## config.mk

```make
export PLATFORM = sky130hd
export DESIGN_NAME = spi_regbank
export DESIGN_NICKNAME = d
export VERILOG_FILES = /design/src/rtl/spi_regbank_pkg.sv /design/src/rtl/spi_regbank_sync.sv /design/src/rtl/spi_regbank.sv
export SDC_FILE = /design/constraint.sdc
export NUM_CORES = 1
export LEC_CHECK = 0
export CAP_MARGIN = 10
export CORE_ASPECT_RATIO = 2
export CORE_MARGIN = 2
export CORE_UTILIZATION = 27
export DETAILED_ROUTE_END_ITERATION = 12
export GPL_TIMING_DRIVEN = 0
export PLACE_DENSITY_LB_ADDON = 0.05
export SLEW_MARGIN = 20
export SYNTH_ARGS = -nofsm -noshare
export SYNTH_HDL_FRONTEND = slang
export SYNTH_HIERARCHICAL = 1
export SYNTH_SLANG_ARGS = --single-unit
```

## constraint.sdc

```tcl
create_clock -name clk -period 8.7 [get_ports clk]
set_input_delay 2.61 -clock clk [delete_from_list [all_inputs] [get_ports clk]]
set_output_delay 2.61 -clock clk [all_outputs]
set_load 0.1 [all_outputs]
```

## src/rtl/spi_regbank_pkg.sv

```systemverilog
// Shared types and constants for the SPI register bank.
// Holds the SPI frame FSM state encoding and the R/W command bit values.
package spi_regbank_pkg;

    // Frame-level FSM states
    typedef enum logic [1:0] {
        ST_IDLE = 2'd0,
        ST_CMD  = 2'd1,
        ST_DATA = 2'd2,
        ST_DONE = 2'd3
    } spi_state_t;

    // First bit of every frame selects the direction
    localparam logic RW_WRITE = 1'b1;
    localparam logic RW_READ  = 1'b0;

    // Bit counter width; covers both the command field (1+ADDR_W <= 8)
    // and the longest data word (32)
    localparam int CNT_W = 6;

endpackage

```

## src/rtl/spi_regbank_sync.sv

```systemverilog
// Two-flop synchronizer for one SPI pin, with rise/fall pulses detected
// on the synchronized value. Edge pulses are held off until the chain has
// been refilled from the real pin after reset, so a level that was already
// away from IDLE_LVL at reset release never looks like an edge.
module spi_regbank_sync #(
    parameter logic IDLE_LVL = 1'b0
) (
    input  logic clk,
    input  logic rstb,
    input  logic async_in,
    output logic sync_out,
    output logic rise,
    output logic fall
);

    logic       meta_q;
    logic       sync_q;
    logic       prev_q;
    logic [1:0] fill_q;
    logic       armed;

    // Synchronizer chain, edge-detect delay stage and post-reset fill counter
    always_ff @(posedge clk or negedge rstb) begin
        if (!rstb) begin
            meta_q <= IDLE_LVL;
            sync_q <= IDLE_LVL;
            prev_q <= IDLE_LVL;
            fill_q <= 2'd0;
        end else begin
            // NOTE: non-blocking so each stage takes the previous stage's
            // pre-edge value; blocking would collapse the chain into one flop.
            meta_q <= async_in;
            sync_q <= meta_q;
            prev_q <= sync_q;
            if (fill_q != 2'd3) begin
                fill_q <= fill_q + 2'd1;
            end
        end
    end

    assign armed    = (fill_q == 2'd3);
    assign sync_out = sync_q;
    assign rise     = armed &  sync_q & ~prev_q;
    assign fall     = armed & ~sync_q &  prev_q;

endmodule

```

## src/rtl/spi_regbank.sv

```systemverilog
// SPI (mode 0) slave register bank: NUM_CFG read/write config registers
// followed by NUM_STS read-only status registers in one address space.
// Frame: R/W bit (1 = write), ADDR_W address bits, WIDTH data bits, MSB
// first. Status inputs are snapshotted when chip select falls so a frame
// reads a coherent set of values.
// Optional feature: define SPI_REGBANK_AUTOINC_EN for burst transfers, where
// the address increments after every data word (wrapping to 0 after the last
// mapped register). Without it the FSM parks in DONE until chip select rises.
module spi_regbank
    import spi_regbank_pkg::*;
#(
    parameter  int NUM_CFG  = 8,
    parameter  int NUM_STS  = 4,
    parameter  int WIDTH    = 8,
    localparam int NUM_REGS = NUM_CFG + NUM_STS,
    localparam int ADDR_W   = ($clog2(NUM_REGS) > 1) ? $clog2(NUM_REGS) : 1,
    localparam int STS_N    = (NUM_STS > 0) ? NUM_STS : 1
) (
    input  logic                            clk,
    input  logic                            rstb,
    input  logic                            ena,
    input  logic                            spi_cs_n,
    input  logic                            spi_clk,
    input  logic                            spi_mosi,
    output logic                            spi_miso,
    output logic [NUM_CFG-1:0][WIDTH-1:0]   config_regs,
    output logic [NUM_CFG-1:0]              cfg_wr_strobe,
    input  logic [STS_N-1:0][WIDTH-1:0]     status_regs
);

    // Synchronized pin levels and edge pulses
    logic cs_s,   cs_rise,   cs_fall;
    logic sclk_s, sclk_rise, sclk_fall;
    logic mosi_s, mosi_rise, mosi_fall;
    logic unused_sync;

    // Frame state
    spi_state_t                     state;
    logic [CNT_W-1:0]               bit_cnt;
    logic [ADDR_W-1:0]              cmd_sr;
    logic [WIDTH-1:0]               data_sr;
    logic [ADDR_W-1:0]              addr_q;
    logic                           rw_q;
    logic [WIDTH-1:0]               miso_sr;
    logic [STS_N-1:0][WIDTH-1:0]    shadow;

    // Write commit handshake into the config bank
    logic                           wr_pend;
    logic [ADDR_W-1:0]              wr_addr;

    // Combinational helpers
    logic [ADDR_W:0]                cmd_next;
    logic [WIDTH-1:0]               data_next;
    logic [ADDR_W-1:0]              inc_addr;
    logic [ADDR_W-1:0]              lk_addr;
    logic [WIDTH-1:0]               rd_word;

    spi_regbank_sync #(.IDLE_LVL(1'b1)) u_sync_cs (
        .clk      (clk),
        .rstb     (rstb),
        .async_in (spi_cs_n),
        .sync_out (cs_s),
        .rise     (cs_rise),
        .fall     (cs_fall)
    );

    spi_regbank_sync #(.IDLE_LVL(1'b0)) u_sync_sclk (
        .clk      (clk),
        .rstb     (rstb),
        .async_in (spi_clk),
        .sync_out (sclk_s),
        .rise     (sclk_rise),
        .fall     (sclk_fall)
    );

    spi_regbank_sync #(.IDLE_LVL(1'b0)) u_sync_mosi (
        .clk      (clk),
        .rstb     (rstb),
        .async_in (spi_mosi),
        .sync_out (mosi_s),
        .rise     (mosi_rise),
        .fall     (mosi_fall)
    );

    // Levels of cs/sclk and mosi edges are not needed; only edges and mosi level are
    assign unused_sync = ^{cs_s, sclk_s, mosi_rise, mosi_fall};

    assign cmd_next  = {cmd_sr, mosi_s};
    assign data_next = WIDTH'({data_sr, mosi_s});

    // Read-data lookup: command address while finishing CMD, next burst address otherwise
    always_comb begin
        // NOTE: every output gets a default before any branch, otherwise a
        // path that skips the assignment infers a latch.
        inc_addr = (addr_q == ADDR_W'(NUM_REGS - 1)) ? '0 : addr_q + ADDR_W'(1);
        lk_addr  = (state == ST_CMD) ? cmd_next[ADDR_W-1:0] : inc_addr;
        rd_word  = '0;
        for (int i = 0; i < NUM_CFG; i++) begin
            if (lk_addr == ADDR_W'(i)) begin
                rd_word = config_regs[i];
            end
        end
        for (int j = 0; j < NUM_STS; j++) begin
            if (lk_addr == ADDR_W'(NUM_CFG + j)) begin
                rd_word = shadow[j];
            end
        end
    end

    // Frame FSM: command/data shifting, MISO shifter, status snapshot, write hand-off
    always_ff @(posedge clk or negedge rstb) begin
        if (!rstb) begin
            state   <= ST_IDLE;
            bit_cnt <= '0;
            cmd_sr  <= '0;
            data_sr <= '0;
            addr_q  <= '0;
            rw_q    <= RW_READ;
            miso_sr <= '0;
            shadow  <= '0;
            wr_pend <= 1'b0;
            wr_addr <= '0;
        end else begin
            wr_pend <= 1'b0;
            if (!ena || (cs_rise && (state != ST_IDLE))) begin
                // Disable or chip-select release aborts any partial frame
                state <= ST_IDLE;
            end else begin
                unique case (state)
                    ST_IDLE: begin
                        if (cs_fall) begin
                            state   <= ST_CMD;
                            bit_cnt <= '0;
                            cmd_sr  <= '0;
                            shadow  <= status_regs;
                        end
                    end
                    ST_CMD: begin
                        if (sclk_rise) begin
                            cmd_sr <= cmd_next[ADDR_W-1:0];
                            if (bit_cnt == CNT_W'(ADDR_W)) begin
                                state   <= ST_DATA;
                                bit_cnt <= '0;
                                rw_q    <= cmd_next[ADDR_W];
                                addr_q  <= cmd_next[ADDR_W-1:0];
                                miso_sr <= rd_word;
                            end else begin
                                bit_cnt <= bit_cnt + CNT_W'(1);
                            end
                        end
                    end
                    ST_DATA: begin
                        if (sclk_rise) begin
                            data_sr <= data_next;
                            if (bit_cnt == CNT_W'(WIDTH - 1)) begin
                                wr_pend <= (rw_q == RW_WRITE);
                                wr_addr <= addr_q;
                                bit_cnt <= '0;
`ifdef SPI_REGBANK_AUTOINC_EN
                                addr_q  <= inc_addr;
                                miso_sr <= rd_word;
`else
                                state   <= ST_DONE;
`endif
                            end else begin
                                bit_cnt <= bit_cnt + CNT_W'(1);
                            end
                        end else if (sclk_fall && (bit_cnt != '0)) begin
                            // The falling edge right after a load keeps the MSB
                            // on the line for the master's first sample
                            miso_sr <= WIDTH'({miso_sr, 1'b0});
                        end
                    end
                    ST_DONE: begin
                        state <= ST_DONE;
                    end
                    default: begin
                        state <= ST_IDLE;
                    end
                endcase
            end
        end
    end

    // Config bank: commit a completed write one cycle after its last bit
    always_ff @(posedge clk or negedge rstb) begin
        if (!rstb) begin
            // NOTE: the bank is plain flops, not a RAM, so it is cleared by
            // the async reset like any other state.
            config_regs   <= '0;
            cfg_wr_strobe <= '0;
        end else begin
            cfg_wr_strobe <= '0;
            if (wr_pend && ena) begin
                for (int i = 0; i < NUM_CFG; i++) begin
                    if (wr_addr == ADDR_W'(i)) begin
                        config_regs[i]   <= data_sr;
                        cfg_wr_strobe[i] <= 1'b1;
                    end
                end
            end
        end
    end

    assign spi_miso = ena && (state == ST_DATA) && miso_sr[WIDTH-1];

endmodule

```

Word level (Yosys, flattened, before mapping). Cells that the tools add are included.

Add/subtract/negate cells: 4. Eq/ne operators: 39. Muxes and demuxes: 48. Bitwise logic cells: 13. Reductions and logical operators: 31.

Operators with widths (count): 8-bit two-way mux (17); 4-bit by 3-bit == test with 1-bit output (second input constant) (8); 6-bit two-way mux (5); 4-bit == test (second input constant) (5); 6-bit case mux with 3 select lines (1); 4-bit by 2-bit == test with 1-bit output (second input constant) (4); 4-bit two-way mux (4); 8-bit case mux with 2 select lines (1); 2-bit AND reduction (8); 2-bit != test (second input constant) (7); 6-bit by 3-bit == test with 1-bit output (second input constant) (2); 1-bit two-way mux (12); 2-bit two-way mux (6); 4-bit AND reduction (3); 5-bit AND reduction (2); 3-bit != test (second input constant) (3); 1-bit AND (8); 2-bit == test (second input constant) (4); 4-bit by 1-bit == test with 1-bit output (second input constant) (2); 4-bit logical NOT (2); 2-bit case mux with 4 select lines (1); 4-bit case mux with 2 select lines (1); 6-bit by 1-bit adder with 6-bit output (second input constant) (1); 3-bit AND reduction (2); other kinds (15) (26).

Flip-flop bits (word level): 154. Bits of input ports: 38. Logic and storage cells: 167.

Logic depth before layout (Yosys ltp).
Depth after elaboration: 19. Gate-level depth with buffers: 11. Depth with buffers taken out: 8.

By module. The synthesis kept the hierarchy.

By module, submodules not included: spi_regbank (instances 1, cells each 588, area each 6683.9 µm²); spi_regbank_sync (u_sync_mosi ...) (instances 2, cells each 10, area each 181.4 µm²); spi_regbank_sync (u_sync_cs) (instances 1, cells each 10, area each 185.2 µm²).

Worst setup path before layout. OpenSTA, ideal clock, no wires.

Path type: in2out. From: in ena. To: out spi_miso. Data arrival time: 3.384 ns. Required time: 6.090 ns. Setup slack: 2.706 ns. Cell stages on the path: 1. Buffers on the path: 0. Cell sequence: and3_1.

Longest elaborated chain between the ends: 2.

Ends and longest elaborated chain: start, declared (RTL line spi_regbank.sv:21) `input logic ena,`; 1-bit logical AND (2 in series) (RTL line spi_regbank.sv:205) `assign spi_miso = ena && (state == ST_DATA) && miso_sr[WIDTH-1];`; end, declared (RTL line spi_regbank.sv:25) `output logic spi_miso,`.

No other way between the ends.

Worst setup path in the final report. Same ends and word-level chain as after synthesis.

==> flow_summary.json <==
{
  "place_hpwl_um": 15920,
  "io_buffers": 110,
  "postSynthCellCount": 610,
  "fin_crit_ns": 7.207,
  "hp-class": "reg2reg",
  "root_buffer": "clkbuf_16",
  "die_h_um": 233.3,
  "place_congestion": 0.7470,
  "maxCapViolCount": 0,
  "drtIter0Drc": 151,
  "hp-start": "u_sync_sclk/meta_q",
  "core_um2": 26070,
  "syn_to_final_growth_pct": 30.20,
  "hold_viol_final": 0,
  "syn-num-nets": 657,
  "final_cell_mix": "151 x dfrtp_1, 119 x nand2_1, 109 x clkdlybuf4s50_1",
  "setup_tns_ns": 0,
  "clockBufferDepth": 2,
  "clock_latency_ns": 0.44,
  "postCtsResizedCells": 0,
  "first_pass_iters": 6,
  "worstPathRequired_ns": 6.09,
  "cts_tree": "yes",
  "nNetsFinal": 787,
  "cp_data_arrival_time_ns": 4.60,
  "slowest_stage": "clkdlybuf4s50_1",
  "via_count": 5102,
  "cp_cell_sequence": "clkdlybuf4s50_1, and3_1, clkdlybuf4s50_1",
  "crit_buf_inv": 2,
  "synthesis.area_um2": 7101,
  "criticalPathCategory": "in2out",
  "holdWs_ns": 0.3477,
  "die-area_um2": 27690,
  "cts_setup_buffers": 0,
  "crit_top_cell": "clkdlybuf4s50_1",
  "fin_crit_sh_pct": 82.84,
  "wl_per_cell_um": 20.16,
  "tightest_slew_ns": 1.080,
  "clkTransAtPathRegs_ns": 0.06,
  "setup_viol": 0,
  "slew_headroom_pct": 27.71,
  "rsz0062_at_grt": "false",
  "syn_avg_cell_area_um2": 11.64,
  "grtUsageTotal_pct": 16.64,
  "worstPathMaxFanout": 6,
  "critPathMaxStageDelay_ns": 1.16,
  "ir_worst_vdd_mv": 0.1274,
  "grt_pass1_wl_um": 33800,
  "cts.sinks": 154,
  "grt_pass1_vias": 5445,
  "crit_start": "ena",
  "drive_above_1_share_pct": 21.68,
  "cts_buffers": 17,
  "leakage_nw": 4.175,
  "skew_ns": 0.007962,
  "vias_per_cell": 4.655,
  "start_util_pct": 27.24,
  "grt.overflow.total": 0,
  "ctsHoldBuffers": 0,
  "yosysWarnings": 6,
  "h-tree-depth": 4,
  "die_width_um": 118.7,
  "cp-end-kind": "primary output",
  "grt_max_degree": 86,
  "drv_slew": 0,
  "layout_commonest_cell": "dfrtp_1",
  "p_per_area_nw_per_um2": 226.8,
  "finalWirelength_um": 22090,
  "run_status": "completed",
  "placement_rows": 84,
  "n_antenna_cell": 0,
  "timing.fmax_mhz": 138.8,
  "io_pins": 111,
  "drtAntennaViolNets": 0,
  "critPathTopFamily": "buffers and inverters",
  "remaining_drc_errors": 0,
  "antenna_found_initial": 0,
  "worstReg2RegStart": "addr_q[0]",
  "worst_setup_path_start_kind": "primary input"
}
[layer usage]
layer / vias to the layer above / share of wire (%) / global-route usage (%)
met2: 101 / 52 / 29.02
met4: 0 / 1.9 / 5.729
li1: 2424 / - / -
met1: 2556 / 43 / 19.94
met3: 21 / 3.6 / 3.979
met5: - / 0 / 0
[worst register-to-register path: cells and delay by family, from the launching register on]
kind	cells	cell delay [ns]
adders and majority gates	1	0.28
and+or+nand+nor	2	0.64
muxes	1	0.58
DFF	1	0.47
AOI/OAI and AO/OA	3	0.98
buffers and inverters	1	0.28
[metrics by stage]
step / std cells / cell area, um2 / util (%) / power (mW) / setup WS (ns)
final: 1096 / 9245 / 35.47 / 2.097 / 1.493
after global routing: 1096 / 9245 / 35.47 / 2.213 / 1.448
after CTS: 1096 / 9245 / 35.47 / 2.143 / 1.467
after detailed placement: 1065 / 8667 / 33.25 / 1.387 / 1.475
after global placement: 1064 / 8632 / 33.12 / 1.384 / -1.844
after floorplan: 610 / 7101 / - / 1.198 / 2.706
[final cells by class]
type	instances	area, um2
clock inverters	12	125.1
flip-flops and latches	154	3857
plain buffers	31	135.1
well taps	344	430.4
fillers	2693	16820
repair buffers	111	1134
clock buffers	19	452.9
inverters	13	48.80
multi-input cells	412	3062
[path summary, 6_finish.rpt]
kind | to | slack [ns] | cells past startpoint
setup reg to reg | miso_sr[5] | 5.36 | 8
min in group asynchronous | shadow[29] | 2.11 | 1
hold reg to reg | u_sync_sclk/sync_out | 0.35 | 0
setup / recovery | spi_miso | 1.49 | 3
hold / removal | u_sync_sclk/sync_out | 0.35 | 0
max in group asynchronous | u_sync_cs/meta_q | 5.75 | 2
[report_power, final]
| group | switching [mW] | internal, mW | total [mW] | leakage (nW) |
|---|---|---|---|---|
| registers | 0.0608 | 0.808 | 0.869 | 2.04 |
| clock network | 0.304 | 0.433 | 0.737 | 0.292 |
| logic | 0.278 | 0.213 | 0.491 | 1.84 |
[state kept, by name (all words and copies together) (netlist names), 2 cells and up]
signal	cells
config_regs	64
shadow	32
cfg_wr_strobe	8
data_sr	8
miso_sr	8
bit_cnt	6
addr_q	4
cmd_sr	4
wr_addr	4
state	2
u_sync_cs/fill_q	2
u_sync_sclk/fill_q	2
(Power assumes the default switching activity.)
